File: src/rtl/us_ping_scheduler.sv
// Round-robin ultrasonic ranging controller: triggers each sensor in turn and times its echo with a shared timer.
// Optional: define US_ECHO_FILTER_EN to pass the selected echo through a 3-sample stability filter.
`timescale 1ns/1ps
module us_ping_scheduler #(
    parameter int NUM_SENS     = 2,
    parameter int TRIG_CYC     = 500,
    parameter int RISE_TO_CYC  = 1_250_000,
    parameter int MAX_ECHO_CYC = 1_250_000,
    parameter int HOLDOFF_CYC  = 500_000,
    parameter int W            = 24
) (
    input  logic                clk,
    input  logic                rst_n,
    input  logic                enable,
    input  logic [NUM_SENS-1:0] echo,
    output logic [NUM_SENS-1:0] trig,
    output logic [2:0]          sens_id,
    output logic [W-1:0]        width,
    output logic                valid,
    output logic                timeout,
    output logic                busy
);

    typedef enum logic [2:0] {
        S_IDLE,
        S_TRIG,
        S_WAIT_RISE,
        S_MEASURE,
        S_HOLDOFF
    } state_t;

    localparam logic [W-1:0] TRIG_LAST = W'(TRIG_CYC - 1);
    localparam logic [W-1:0] RISE_LAST = W'(RISE_TO_CYC - 1);
    localparam logic [W-1:0] ECHO_MAX  = W'(MAX_ECHO_CYC);
    localparam logic [W-1:0] HOLD_LAST = W'(HOLDOFF_CYC - 1);
    localparam logic [2:0]   PTR_LAST  = 3'(NUM_SENS - 1);

    genvar gi;

    state_t              state_reg, state_next;
    logic [W-1:0]        timer_reg, timer_next;
    logic [2:0]          ptr_reg, ptr_next;
    logic [NUM_SENS-1:0] sync1_reg, sync2_reg;
    logic [NUM_SENS-1:0] trig_reg, trig_next;
    logic [NUM_SENS-1:0] onehot_next;
    logic [7:0]          sync_pad;
    logic                echo_sel, echo_s, echo_prev_reg, rise;
    logic                report, rep_timeout;
    logic [W-1:0]        rep_width;
    logic [2:0]          sens_id_reg;
    logic [W-1:0]        width_reg;
    logic                valid_reg, timeout_reg;

    always_ff @(posedge clk or negedge rst_n) begin
        if (!rst_n) begin
            sync1_reg <= '0;
            sync2_reg <= '0;
        end else begin
            sync1_reg <= echo;
            sync2_reg <= sync1_reg;
        end
    end

    // Pad to 8 lanes so the 3-bit pointer always indexes a legal bit.
    generate
        for (gi = 0; gi < 8; gi++) begin : g_pad
            if (gi < NUM_SENS) begin : g_on
                assign sync_pad[gi] = sync2_reg[gi];
            end else begin : g_off
                assign sync_pad[gi] = 1'b0;
            end
        end
    endgenerate

    assign echo_sel = sync_pad[ptr_reg];

`ifdef US_ECHO_FILTER_EN
    logic [1:0] hist_reg;
    logic       flt_reg;
    logic       stable;

    // Output follows the input only once three consecutive samples agree.
    assign stable = (echo_sel == hist_reg[0]) && (echo_sel == hist_reg[1]);
    assign echo_s = stable ? echo_sel : flt_reg;

    always_ff @(posedge clk or negedge rst_n) begin
        if (!rst_n) begin
            hist_reg <= '0;
            flt_reg  <= 1'b0;
        end else begin
            hist_reg <= {hist_reg[0], echo_sel};
            flt_reg  <= echo_s;
        end
    end
`else
    assign echo_s = echo_sel;
`endif

    assign rise = echo_s & ~echo_prev_reg;

    always_comb begin
        state_next  = state_reg;
        timer_next  = timer_reg;
        ptr_next    = ptr_reg;
        report      = 1'b0;
        rep_width   = '0;
        rep_timeout = 1'b0;
        case (state_reg)
            S_IDLE: begin
                if (enable) begin
                    state_next = S_TRIG;
                    timer_next = '0;
                end
            end
            S_TRIG: begin
                if (timer_reg == TRIG_LAST) begin
                    state_next = S_WAIT_RISE;
                    timer_next = '0;
                end else begin
                    timer_next = timer_reg + W'(1);
                end
            end
            S_WAIT_RISE: begin
                if (rise) begin
                    state_next = S_MEASURE;
                    timer_next = W'(1);
                end else if (timer_reg == RISE_LAST) begin
                    report      = 1'b1;
                    rep_timeout = 1'b1;
                end else begin
                    timer_next = timer_reg + W'(1);
                end
            end
            S_MEASURE: begin
                // The rise cycle already counted as 1; timer now holds the echo width.
                if (timer_reg == ECHO_MAX) begin
                    report      = 1'b1;
                    rep_timeout = 1'b1;
                    rep_width   = timer_reg;
                end else if (!echo_s) begin
                    report    = 1'b1;
                    rep_width = timer_reg;
                end else begin
                    timer_next = timer_reg + W'(1);
                end
            end
            S_HOLDOFF: begin
                if (timer_reg == HOLD_LAST) begin
                    ptr_next   = (ptr_reg == PTR_LAST) ? 3'd0 : ptr_reg + 3'd1;
                    timer_next = '0;
                    state_next = enable ? S_TRIG : S_IDLE;
                end else begin
                    timer_next = timer_reg + W'(1);
                end
            end
            default: begin
                state_next = S_IDLE;
                timer_next = '0;
            end
        endcase
        if (report) begin
            state_next = S_HOLDOFF;
            timer_next = '0;
        end
    end

    generate
        for (gi = 0; gi < NUM_SENS; gi++) begin : g_trig
            assign onehot_next[gi] = (ptr_next == 3'(gi));
        end
    endgenerate

    assign trig_next = (state_next == S_TRIG) ? onehot_next : '0;

    always_ff @(posedge clk or negedge rst_n) begin
        if (!rst_n) begin
            state_reg     <= S_IDLE;
            timer_reg     <= '0;
            ptr_reg       <= '0;
            trig_reg      <= '0;
            echo_prev_reg <= 1'b0;
            valid_reg     <= 1'b0;
            sens_id_reg   <= '0;
            width_reg     <= '0;
            timeout_reg   <= 1'b0;
        end else begin
            state_reg     <= state_next;
            timer_reg     <= timer_next;
            ptr_reg       <= ptr_next;
            trig_reg      <= trig_next;
            echo_prev_reg <= echo_s;
            valid_reg     <= report;
            if (report) begin
                sens_id_reg <= ptr_reg;
                width_reg   <= rep_width;
                timeout_reg <= rep_timeout;
            end
        end
    end

    assign trig    = trig_reg;
    assign sens_id = sens_id_reg;
    assign width   = width_reg;
    assign valid   = valid_reg;
    assign timeout = timeout_reg;
    assign busy    = (state_reg != S_IDLE);

endmodule

File: config.mk
export PLATFORM = sky130hd
export DESIGN_NAME = us_ping_scheduler
export DESIGN_NICKNAME = d
export VERILOG_FILES = /design/src/rtl/us_ping_scheduler.sv
export SDC_FILE = /design/constraint.sdc
export NUM_CORES = 1
export LEC_CHECK = 0
export BUFFER_PORTS_ARGS = -buffer_cell sky130_fd_sc_hd__buf_2
export CORE_UTILIZATION = 45
export DETAILED_ROUTE_END_ITERATION = 10
export PLACE_DENSITY = 0.67
export SYNTH_ARGS = -nofsm -noshare
export SYNTH_HDL_FRONTEND = slang
export SYNTH_SLANG_ARGS = --single-unit
File: constraint.sdc
create_clock -name clk -period 2.45 [get_ports clk]
set_clock_uncertainty 0.05 [all_clocks]
set_input_delay 0.245 -clock clk [delete_from_list [all_inputs] [get_ports clk]]
set_output_delay 0.245 -clock clk [all_outputs]
set_load 0.02 [all_outputs]
==> impl_metrics.json, run 1 <==
{
  "timing.max_cap.violations": 0,
  "ir_worst_vdd_mv": 0.314,
  "leak_uw": 0.00186,
  "final.setup.tns_ns": 0,
  "worst_hold_path.num_cells": 3,
  "final_max_slew_viol_count": 0,
  "antenna_cells": 0,
  "fp.dieArea_um2": 7400,
  "syn_nets": 311,
  "detail_route.iter0.violations": 209,
  "htreeDepth": 3,
  "areaGrowthSynthToFinish_pct": 23.4,
  "later_pin_clock_latency_in_the_skew_report_ns": 0.35,
  "track_usage_pct": 21.9,
  "grt_antenna_before_repair": 0,
  "first_global_vias": 2489,
  "routed-via-count": 2577,
  "clock_sink_count": 66,
  "rsz0062_at_grt": "no",
  "maxSlewHeadroom_pct": 68.7,
  "synth_async_sr_flop_share_pct": 100,
  "place_inst": 445,
  "min_period_ns": 2.33,
  "post_drt_wl_per_cell_um": 15.9,
  "rr_worst_depth": 7,
  "rows": 30,
  "achievable-frequency_mhz": 429,
  "synth_fa_ha_area_share_pct": 0.788,
  "initial_core_utilization_pct": 46.8,
  "worst_ep_arrival_time_ns": 2.50,
  "drive_gt1_share_pct": 28.1,
  "ys_seq_area_share_pct": 52.0,
  "portBuffers": 36,
  "p_per_area_nw_per_um2": 644,
  "synth-edff-count": 0,
  "synth-compound-area-share_pct": 14.8,
  "gpl.final_weighted_congestion": 0.837,
  "post_synthesis_xor_xnor_area_fraction_pct": 4.14,
  "global_route.overflow_total": 0,
  "avgSynthCellArea_um2": 10.4,
  "io_pins": 37,
  "setup_viol": 0,
  "ys.flop_type": "sky130_fd_sc_hd__dfrtp_1",
  "postSynthCellCount": 304,
  "clock_buffer_count_from_cts": 9,
  "cp_max_fo": 5,
  "tritoncts": "yes",
  "tightestPinTransition_ns": 0.464,
  "worst_ep_required_time_ns": 2.62,
  "hold_path.class": "in -> reg",
  "final_nets": 373,
  "critPathCaptureType": "flop",
  "synth-seq-cells": 66,
  "minimum_setup_slack_after_placement_ns": 0.0413,
  "detail_route.first_pass.iterations": 4,
  "dieHeight_um": 86.0,
  "die-width_um": 86.0,
  "final-instance-count-excl-fill": 466,
  "synth_top_family_by_area": "simple AND/OR/NAND/NOR gates",
  "cts.root.buffer_cell": "sky130_fd_sc_hd__clkbuf_8",
  "setup_slack_ns": 0.120,
  "finish.utilization_pct": 57.7,
  "max-clock-path-buffers": 2,
  "synth-warning-count": 0,
  "muxShareOfSynthArea_pct": 2.05,
  "drtAntennaViolNets": 0,
  "routed_via_density": 5.53,
  "synth_simple_gate_area_share_pct": 20.8,
  "synth.distinct_cells": 49,
  "synth_area_um2": 3180,
  "run_status": "completed",
  "startpoint_type": "flop",
  "post-dp-hpwl_um": 5010,
  "grt_first_pass_wirelength_um": 12400,
  "hold_viol": 0,
  "wirelength_um": 7400,
  "core_region_area_um2": 6790,
  "criticalPathCategory": "reg -> reg",
  "post-route-period-util_pct": 95.1,
  "clk_transition_reported_paths_ns": 0.07,
  "grt_start_max_net_pins": 67,
  "drcViolationCount": 0
}
-- path summary, 6_finish.rpt --
path	slack, ns	endpoint	startpoint
worst max-delay path	0.12	timer_reg[1]	timer_reg[19]
min in group asynchronous	0.39	timer_reg[9]	rst_n
worst min register to register	0.30	sync2_reg[1]	sync1_reg[1]
worst min-delay path	0.27	timer_reg[0]	enable
worst max register to register	0.12	timer_reg[1]	timer_reg[19]
max in group asynchronous	1.68	timer_reg[21]	rst_n
-- repair_timing --
item | 4_1_cts | 5_1_grt
setup buffers | 0 | 3
hold endpoints to repair | 68 | 0
setup endpoints to repair | 0 | 47
gates resized for setup | 0 | 6
hold buffers | 3 | 0
-- cell usage in the layout, fill, tap and decap left out, types with 4 or more instances in the layout --
cell and count:
sky130_fd_sc_hd__dfrtp_1 66, sky130_fd_sc_hd__buf_2 36, sky130_fd_sc_hd__buf_4 32, sky130_fd_sc_hd__nor2_1 24, sky130_fd_sc_hd__a22o_1 24, sky130_fd_sc_hd__nand2_1 21
sky130_fd_sc_hd__nand3_1 20, sky130_fd_sc_hd__nand4_1 17, sky130_fd_sc_hd__inv_1 10, sky130_fd_sc_hd__clkbuf_8 10, sky130_fd_sc_hd__xor2_1 9, sky130_fd_sc_hd__nor3_1 6
sky130_fd_sc_hd__o21ai_0 6, sky130_fd_sc_hd__xnor2_1 6, sky130_fd_sc_hd__and3_1 5, sky130_fd_sc_hd__nor4_1 5, sky130_fd_sc_hd__or3_1 5, sky130_fd_sc_hd__a21oi_1 5
sky130_fd_sc_hd__nor2b_1 4, sky130_fd_sc_hd__nor4_2 4, sky130_fd_sc_hd__mux2_2 4, sky130_fd_sc_hd__a31oi_1 4
-- cell usage after synthesis (2+ instances only) --
master,instances,area [um2]
sky130_fd_sc_hd__and3_1,5,31.3
sky130_fd_sc_hd__buf_4,3,22.5
sky130_fd_sc_hd__clkbuf_1,10,37.5
sky130_fd_sc_hd__buf_6,4,45.0
sky130_fd_sc_hd__o21ai_0,6,30.0
sky130_fd_sc_hd__nor2_1,24,90.1
sky130_fd_sc_hd__or3_1,5,31.3
sky130_fd_sc_hd__nor4_1,7,43.8
sky130_fd_sc_hd__o22ai_1,3,18.8
sky130_fd_sc_hd__o211ai_1,2,15.0
sky130_fd_sc_hd__o21ai_1,2,10.0
sky130_fd_sc_hd__inv_1,10,37.5
sky130_fd_sc_hd__dfrtp_1,66,1650
sky130_fd_sc_hd__nand2_1,21,78.8
sky130_fd_sc_hd__xor2_1,9,78.8
sky130_fd_sc_hd__xnor2_1,6,52.6
sky130_fd_sc_hd__a31oi_1,4,25.0
sky130_fd_sc_hd__nor3_1,7,35.0
sky130_fd_sc_hd__nand3_1,20,100
sky130_fd_sc_hd__o31ai_2,2,25.0
sky130_fd_sc_hd__buf_2,6,30.0
sky130_fd_sc_hd__nor2b_1,4,25.0
sky130_fd_sc_hd__mux2i_1,2,20.0
sky130_fd_sc_hd__and2_1,2,12.5
sky130_fd_sc_hd__nand2b_1,2,12.5
sky130_fd_sc_hd__a21oi_1,5,25.0
sky130_fd_sc_hd__a22o_1,24,210
sky130_fd_sc_hd__nand4_1,17,106
sky130_fd_sc_hd__mux2_2,4,45.0
sky130_fd_sc_hd__ha_1,2,25.0
sky130_fd_sc_hd__nor4_2,2,25.0
-- power breakdown --
| group | total [uW] | switching, uW | internal (uW) |
|---|---|---|---|
| sequential | 1230 | 87.8 | 1150 |
| clock | 907 | 419 | 488 |
| combinational | 383 | 215 | 168 |
-- metrics by stage --
stage	area (um2)	hold slack, ns	power, uW
global route	3920	0.298	2640
CTS	3860	0.262	2530
finish	3920	0.275	2520
floorplan	3180	-0.101	1460
detailed placement	3630	0.242	1620
global placement	3630	0.241	1610
-- routing by layer --
metal | global-route usage, % | vias to the layer above | routed length [um]
li1 | - | 1238 | -
met2 | 33.0 | 74 | 3350
met1 | 30.8 | 1254 | 3530
met5 | 0 | - | 0
met4 | 7.58 | 0 | 105
met3 | 5.29 | 11 | 408
-- cell type report --
type,instances,area (um2)
clock buffers,10,138
clock inverters,5,55.1
fillers,619,2870
inverters,10,37.5
multi-input cells,205,1410
flip-flops and latches,66,1650
well taps,96,120
repair buffers,74,510
-- logic make-up after synthesis --
family	Yosys count
XOR/XNOR	15
AO/OA/AOI/OAI	59
multiplexers	6
flip-flops	66
adder cells (fa/ha/maj)	2
AND/OR/NAND/NOR	123
buffers and inverters	33
-- critical path, cell delays in order, from the launching register on --
cell	delay (ns)
sky130_fd_sc_hd__dfrtp_1	0.44
sky130_fd_sc_hd__nor4_2	0.42
sky130_fd_sc_hd__nand3_1	0.22
sky130_fd_sc_hd__nor4_2	0.29
sky130_fd_sc_hd__buf_4	0.18
sky130_fd_sc_hd__or4b_1	0.43
sky130_fd_sc_hd__nand3_1	0.10
sky130_fd_sc_hd__o21ai_1	0.07
Power figures use the tool's default switching activity.
==> inputs of run 2 (changes only) <==
CORE_UTILIZATION = 26   (was 45)
PLACE_DENSITY = unset   (was 0.67)
==> impl_metrics.json, run 2 (synthesis results as in run 1) <==
{
  "run_status": "completed",
  "min_period_ns": 2.38,
  "switching_power_uw": 806,
  "worst_ep_required_time_ns": 2.62,
  "grt_first_pass_wirelength_um": 13700,
  "later_pin_clock_latency_in_the_skew_report_ns": 0.34,
  "rows": 40,
  "gpl.final_weighted_congestion": 0.829,
  "detail_route.iter0.violations": 146,
  "final_cell_area_um2": 4170,
  "max-clock-path-buffers": 2,
  "ir_worst_vdd_mv": 0.326,
  "share_seq_of_total_power_pct": 41.7,
  "detail_route.first_pass.iterations": 4,
  "fp.dieArea_um2": 12700,
  "clock_buffer_count_from_cts": 9,
  "wirelength_um": 8200,
  "maxSlewHeadroom_pct": 43.4,
  "drive_gt1_share_pct": 30.1,
  "power.share.combinational_pct": 14.3,
  "die-width_um": 113,
  "portBuffers": 36,
  "sw_frac_of_total_pct": 27.4,
  "io_pins": 37,
  "tightestPinTransition_ns": 0.850,
  "grt_start_max_net_pins": 67,
  "clk_transition_reported_paths_ns": 0.06,
  "final_max_slew_viol_count": 0,
  "hold_path.class": "in -> async",
  "setup_viol": 0,
  "routed_via_density": 5.06,
  "post-dp-hpwl_um": 5520,
  "post-route-period-util_pct": 97.3,
  "tritoncts": "yes",
  "antenna_cells": 0,
  "dieHeight_um": 113,
  "drtAntennaViolNets": 0,
  "layout.cells.most_common": "sky130_fd_sc_hd__dfrtp_1",
  "most-common-layout-cells": "sky130_fd_sc_hd__dfrtp_1 (65), sky130_fd_sc_hd__buf_4 (36), sky130_fd_sc_hd__buf_2 (36)",
  "critPathCaptureType": "flop",
  "achievable-frequency_mhz": 420,
  "grtUsageMet1_pct": 19.6,
  "hold_viol": 0,
  "first_global_vias": 2580,
  "cp_max_fo": 5,
  "core_region_area_um2": 12000,
  "global_route.overflow_total": 0,
  "timing.max_cap.violations": 0,
  "areaGrowthSynthToFinish_pct": 31.1,
  "leak_uw": 0.00195,
  "startpoint_type": "flop",
  "power.internal_uw": 2140,
  "clock_power_share_pct": 44.1,
  "p_per_area_nw_per_um2": 708,
  "worst_ep_arrival_time_ns": 2.55,
  "cts.root.buffer_cell": "sky130_fd_sc_hd__clkbuf_16",
  "track_usage_pct": 13.9,
  "grt_antenna_before_repair": 0,
  "drcViolationCount": 0,
  "criticalPathCategory": "reg -> reg",
  "layer_with_the_highest_usage_after_global_routing": "met2",
  "final_nets": 378,
  "post_drt_wl_per_cell_um": 15.7,
  "placedInstanceArea_um2": 3700,
  "clock_sink_count": 66,
  "global_route.usage.met2_pct": 20.2,
  "routed-via-count": 2645,
  "htreeDepth": 3,
  "finish.utilization_pct": 34.8,
  "initial_core_utilization_pct": 26.6,
  "met3_layer_usage_reported_by_global_route_pct": 3.56
}
[run 2: cell types whose count changed in the layout (fill, tap and decap cells not counted), sizes merged]
cell / delta
clkinvlp: +1
buf: +4
a21boi: +1
dlygate4sd3: -1
clkbuf: +1
[run 2: critical path: stages (launching register included)]
cell,delay (ns)
sky130_fd_sc_hd__dfrtp_1,0.36
sky130_fd_sc_hd__ha_2,0.22
sky130_fd_sc_hd__nand3_4,0.10
sky130_fd_sc_hd__or4_4,0.52
sky130_fd_sc_hd__o31ai_4,0.34
sky130_fd_sc_hd__a21boi_4,0.10
sky130_fd_sc_hd__clkbuf_4,0.19
sky130_fd_sc_hd__buf_4,0.14
sky130_fd_sc_hd__mux2_2,0.25
[run 2: layout make-up]
| cell class | count | area, um2 |
|---|---|---|
| Sequential cell | 66 | 1650 |
| Inverter | 10 | 37.5 |
| Timing Repair Buffer | 78 | 538 |
| Fill cell | 1189 | 7800 |
| Clock inverter | 6 | 66.3 |
| Clock buffer | 10 | 239 |
| Multi-Input combinational cell | 206 | 1450 |
| Tap cell | 147 | 184 |
[run 2: worst paths after layout]
path	start	end	slack, ns	cells after the start
worst max register to register	timer_reg[0]	sens_id[2]	0.07	8
min in group clk	sync1_reg[0]	sync2_reg[0]	0.30	0
worst max-delay path	timer_reg[0]	sens_id[2]	0.07	8
max in group asynchronous	rst_n	timer_reg[4]	1.72	2
worst min-delay path	rst_n	width[9]	0.04	2
worst min register to register	sync1_reg[0]	sync2_reg[0]	0.30	0
[run 2: metrics by stage]
stage	TNS (ns)	setup WS [ns]	std cells	hold slack [ns]	total power (uW)
finish	0	0.0663	523	0.0365	2950
global route	-0.0392	-0.0110	523	0.117	3080
CTS	0	0.0676	517	0.0783	2950
detailed placement	-0.0407	-0.0208	498	0.290	1630
global placement	0	0.105	498	0.283	1630
floorplan	0	0.175	304	-0.101	1460
[run 2: per-layer routing]
layer / share of wire [%] / up-vias
met5: 0 / -
met4: 1.8 / 0
met3: 4.6 / 12
met2: 45 / 68
met1: 49 / 1313
li1: - / 1252
[run 2: power groups by stage]
stage,clock network (uW),logic (uW),registers (uW)
finish,1300,420,1230
detailed placement,0,400,1230
CTS,1340,403,1220
global route,1380,465,1240
global placement,0,392,1230
floorplan,0,243,1220
[run 2: what timing repair did]
| item | 4_1_cts | 5_1_grt |
|---|---|---|
| hold endpoints to repair | 2 | 0 |
| setup buffers | 0 | 5 |
| pin swaps | 1 | 3 |
| cloned | 1 | 1 |
| resized for setup | 1 | 13 |
| setup endpoints to repair | 1 | 39 |
| hold buffers | 2 | 0 |
==> inputs of run 3 (changes only) <==
CELL_PAD_IN_SITES_DETAIL_PLACEMENT = 1   (was unset)
CELL_PAD_IN_SITES_GLOBAL_PLACEMENT = 2   (was unset)
CORE_UTILIZATION = 34   (was 26)
PLACE_DENSITY_LB_ADDON = 0.1   (was unset)
==> impl_metrics.json, run 3 (synthesis results as in run 1) <==
{
  "run_status": "completed",
  "tightestPinTransition_ns": 0.715,
  "dieHeight_um": 98.7,
  "first_global_vias": 2711,
  "cp_max_fo": 14,
  "min_period_ns": 2.31,
  "worst_ep_arrival_time_ns": 2.48,
  "leak_uw": 0.00185,
  "later_pin_clock_latency_in_the_skew_report_ns": 0.34,
  "r2r-start": "timer_reg[4]",
  "clock_power_share_pct": 32.9,
  "areaGrowthSynthToFinish_pct": 22.5,
  "io_pins": 37,
  "regArea_um2": 1650,
  "p_per_area_nw_per_um2": 636,
  "hold_viol": 0,
  "global_route.overflow_total": 0,
  "clk_transition_reported_paths_ns": 0.07,
  "clock_buffer_count_from_cts": 9,
  "ir_worst_vdd_mv": 0.298,
  "maxSlewHeadroom_pct": 51.9,
  "final_cell_area_um2": 3890,
  "worst_ep_required_time_ns": 2.62,
  "worstHoldStart": "sync1_reg[0]",
  "n_fill_cell": 1020,
  "routed_via_density": 5.47,
  "ff2ff_setup_slack_ns": 0.14,
  "drive_gt1_share_pct": 28.9,
  "wirelength_um": 8620,
  "layout.cells.most_common": "sky130_fd_sc_hd__dfrtp_1",
  "gpl.final_weighted_congestion": 0.771,
  "detail_route.iter0.violations": 41,
  "tritoncts": "yes",
  "max-clock-path-buffers": 2,
  "final-instance-count-excl-fill": 478,
  "layer_with_the_highest_usage_after_global_routing": "met2",
  "switching_power_uw": 750,
  "achievable-frequency_mhz": 434,
  "global_route.usage.met2_pct": 29.7,
  "track_usage_pct": 19.5,
  "multi_input_area_um2": 1430,
  "final_max_slew_viol_count": 0,
  "sw_frac_of_total_pct": 30.3,
  "rows": 34,
  "criticalPathCategory": "reg -> reg",
  "clock_sink_count": 66,
  "timing.rr.end": "timer_reg[9]",
  "post-dp-hpwl_um": 6060,
  "core_region_area_um2": 8890,
  "grtUsageMet1_pct": 27.8,
  "place_inst": 459,
  "timing.max_cap.violations": 0,
  "post_drt_wl_per_cell_um": 18.0,
  "portBuffers": 36,
  "startpoint_type": "flop",
  "rsz0062_at_grt": "no",
  "worst_hold_path.num_cells": 0,
  "critPathCapture": "timer_reg[9]",
  "power.share.combinational_pct": 18.2,
  "critPathCaptureType": "flop",
  "drcViolationCount": 0,
  "setup_viol": 0,
  "finish.utilization_pct": 43.8,
  "most-common-layout-cells": "sky130_fd_sc_hd__dfrtp_1 (65), sky130_fd_sc_hd__buf_2 (36), sky130_fd_sc_hd__buf_4 (33)",
  "fp.dieArea_um2": 9730,
  "final_nets": 372,
  "grt_first_pass_wirelength_um": 14700,
  "cts.repair_timing.setup_buffer_count": 0,
  "antenna_cells": 0,
  "setup_slack_ns": 0.143,
  "share_seq_of_total_power_pct": 48.8,
  "detail_route.first_pass.iterations": 4,
  "post-route-period-util_pct": 94.1,
  "die-width_um": 98.7,
  "drtAntennaViolNets": 0,
  "final.setup.tns_ns": 0,
  "rr_worst_depth": 7,
  "cts.root.buffer_cell": "sky130_fd_sc_hd__clkbuf_8",
  "power.internal_uw": 1730,
  "setup.worst_path.start": "timer_reg[4]",
  "initial_core_utilization_pct": 35.7,
  "met3_layer_usage_reported_by_global_route_pct": 2.98,
  "htreeDepth": 3,
  "grt_antenna_before_repair": 0,
  "hold_path.class": "reg -> reg",
  "placedInstanceArea_um2": 3630,
  "routed-via-count": 2615,
  "minimum_setup_slack_after_placement_ns": -0.0652,
  "grt_start_max_net_pins": 26
}
[run 3: critical path, stage by stage, from the launching register on]
cell and delay (ns):
sky130_fd_sc_hd__dfrtp_1 0.50, sky130_fd_sc_hd__nor2b_1 0.27, sky130_fd_sc_hd__nand4_1 0.25, sky130_fd_sc_hd__o31ai_2 0.41, sky130_fd_sc_hd__o221ai_2 0.18, sky130_fd_sc_hd__buf_4 0.22
sky130_fd_sc_hd__a31oi_1 0.21, sky130_fd_sc_hd__o22ai_1 0.10
[run 3: final cells by class]
| class | instances | share of cell area, % |
|---|---|---|
| clock inverters | 5 | 0.772 |
| flip-flops and latches | 66 | 42.5 |
| inverters | 10 | 0.965 |
| repair buffers | 73 | 12.1 |
| multi-input cells | 205 | 36.6 |
| clock buffers | 11 | 3.63 |
| well taps | 108 | 3.47 |
[run 3: how the worst min path moves through the flow]
stage | slack, ns | end
2_1_floorplan | -0.10 | echo_prev_reg
3_3_place_gp | 0.15 | width[13]
3_5_place_dp | 0.15 | width[13]
4_1_cts | 0.30 | sync2_reg[0]
5_1_grt | 0.32 | sync2_reg[0]
6_report | 0.30 | sync2_reg[0]
[run 3: repair_timing]
item                                    4_1_cts  5_1_grt
resized for setup                             2        9
pin swaps                                     0        1
endpoints found under the hold margin        18        0
hold buffers                                  3        0
endpoints found under the setup margin       19       37
[run 3: routing by layer]
| layer | wire length (um) | part of all wire, % | vias up |
|---|---|---|---|
| li1 | - | - | 1234 |
| met1 | 4300 | 50 | 1319 |
| met2 | 3920 | 46 | 49 |
| met3 | 200 | 2.3 | 13 |
| met4 | 189 | 2.2 | 0 |
| met5 | 0 | 0 | - |
[run 3: stage by stage]
stage               total power [uW]  hold WS, ns
floorplan                       1460       -0.101
global placement                1660        0.146
global route                    2610        0.322
CTS                             2500        0.304
finish                          2480        0.300
detailed placement              1660        0.150
[run 3: power groups by stage]
stage	combinational, uW	sequential (uW)	clock [uW]
final	451	1210	815
after global routing	505	1220	891
after CTS	443	1210	851
after detailed placement	438	1230	0
after global placement	434	1220	0
after floorplan	243	1220	0
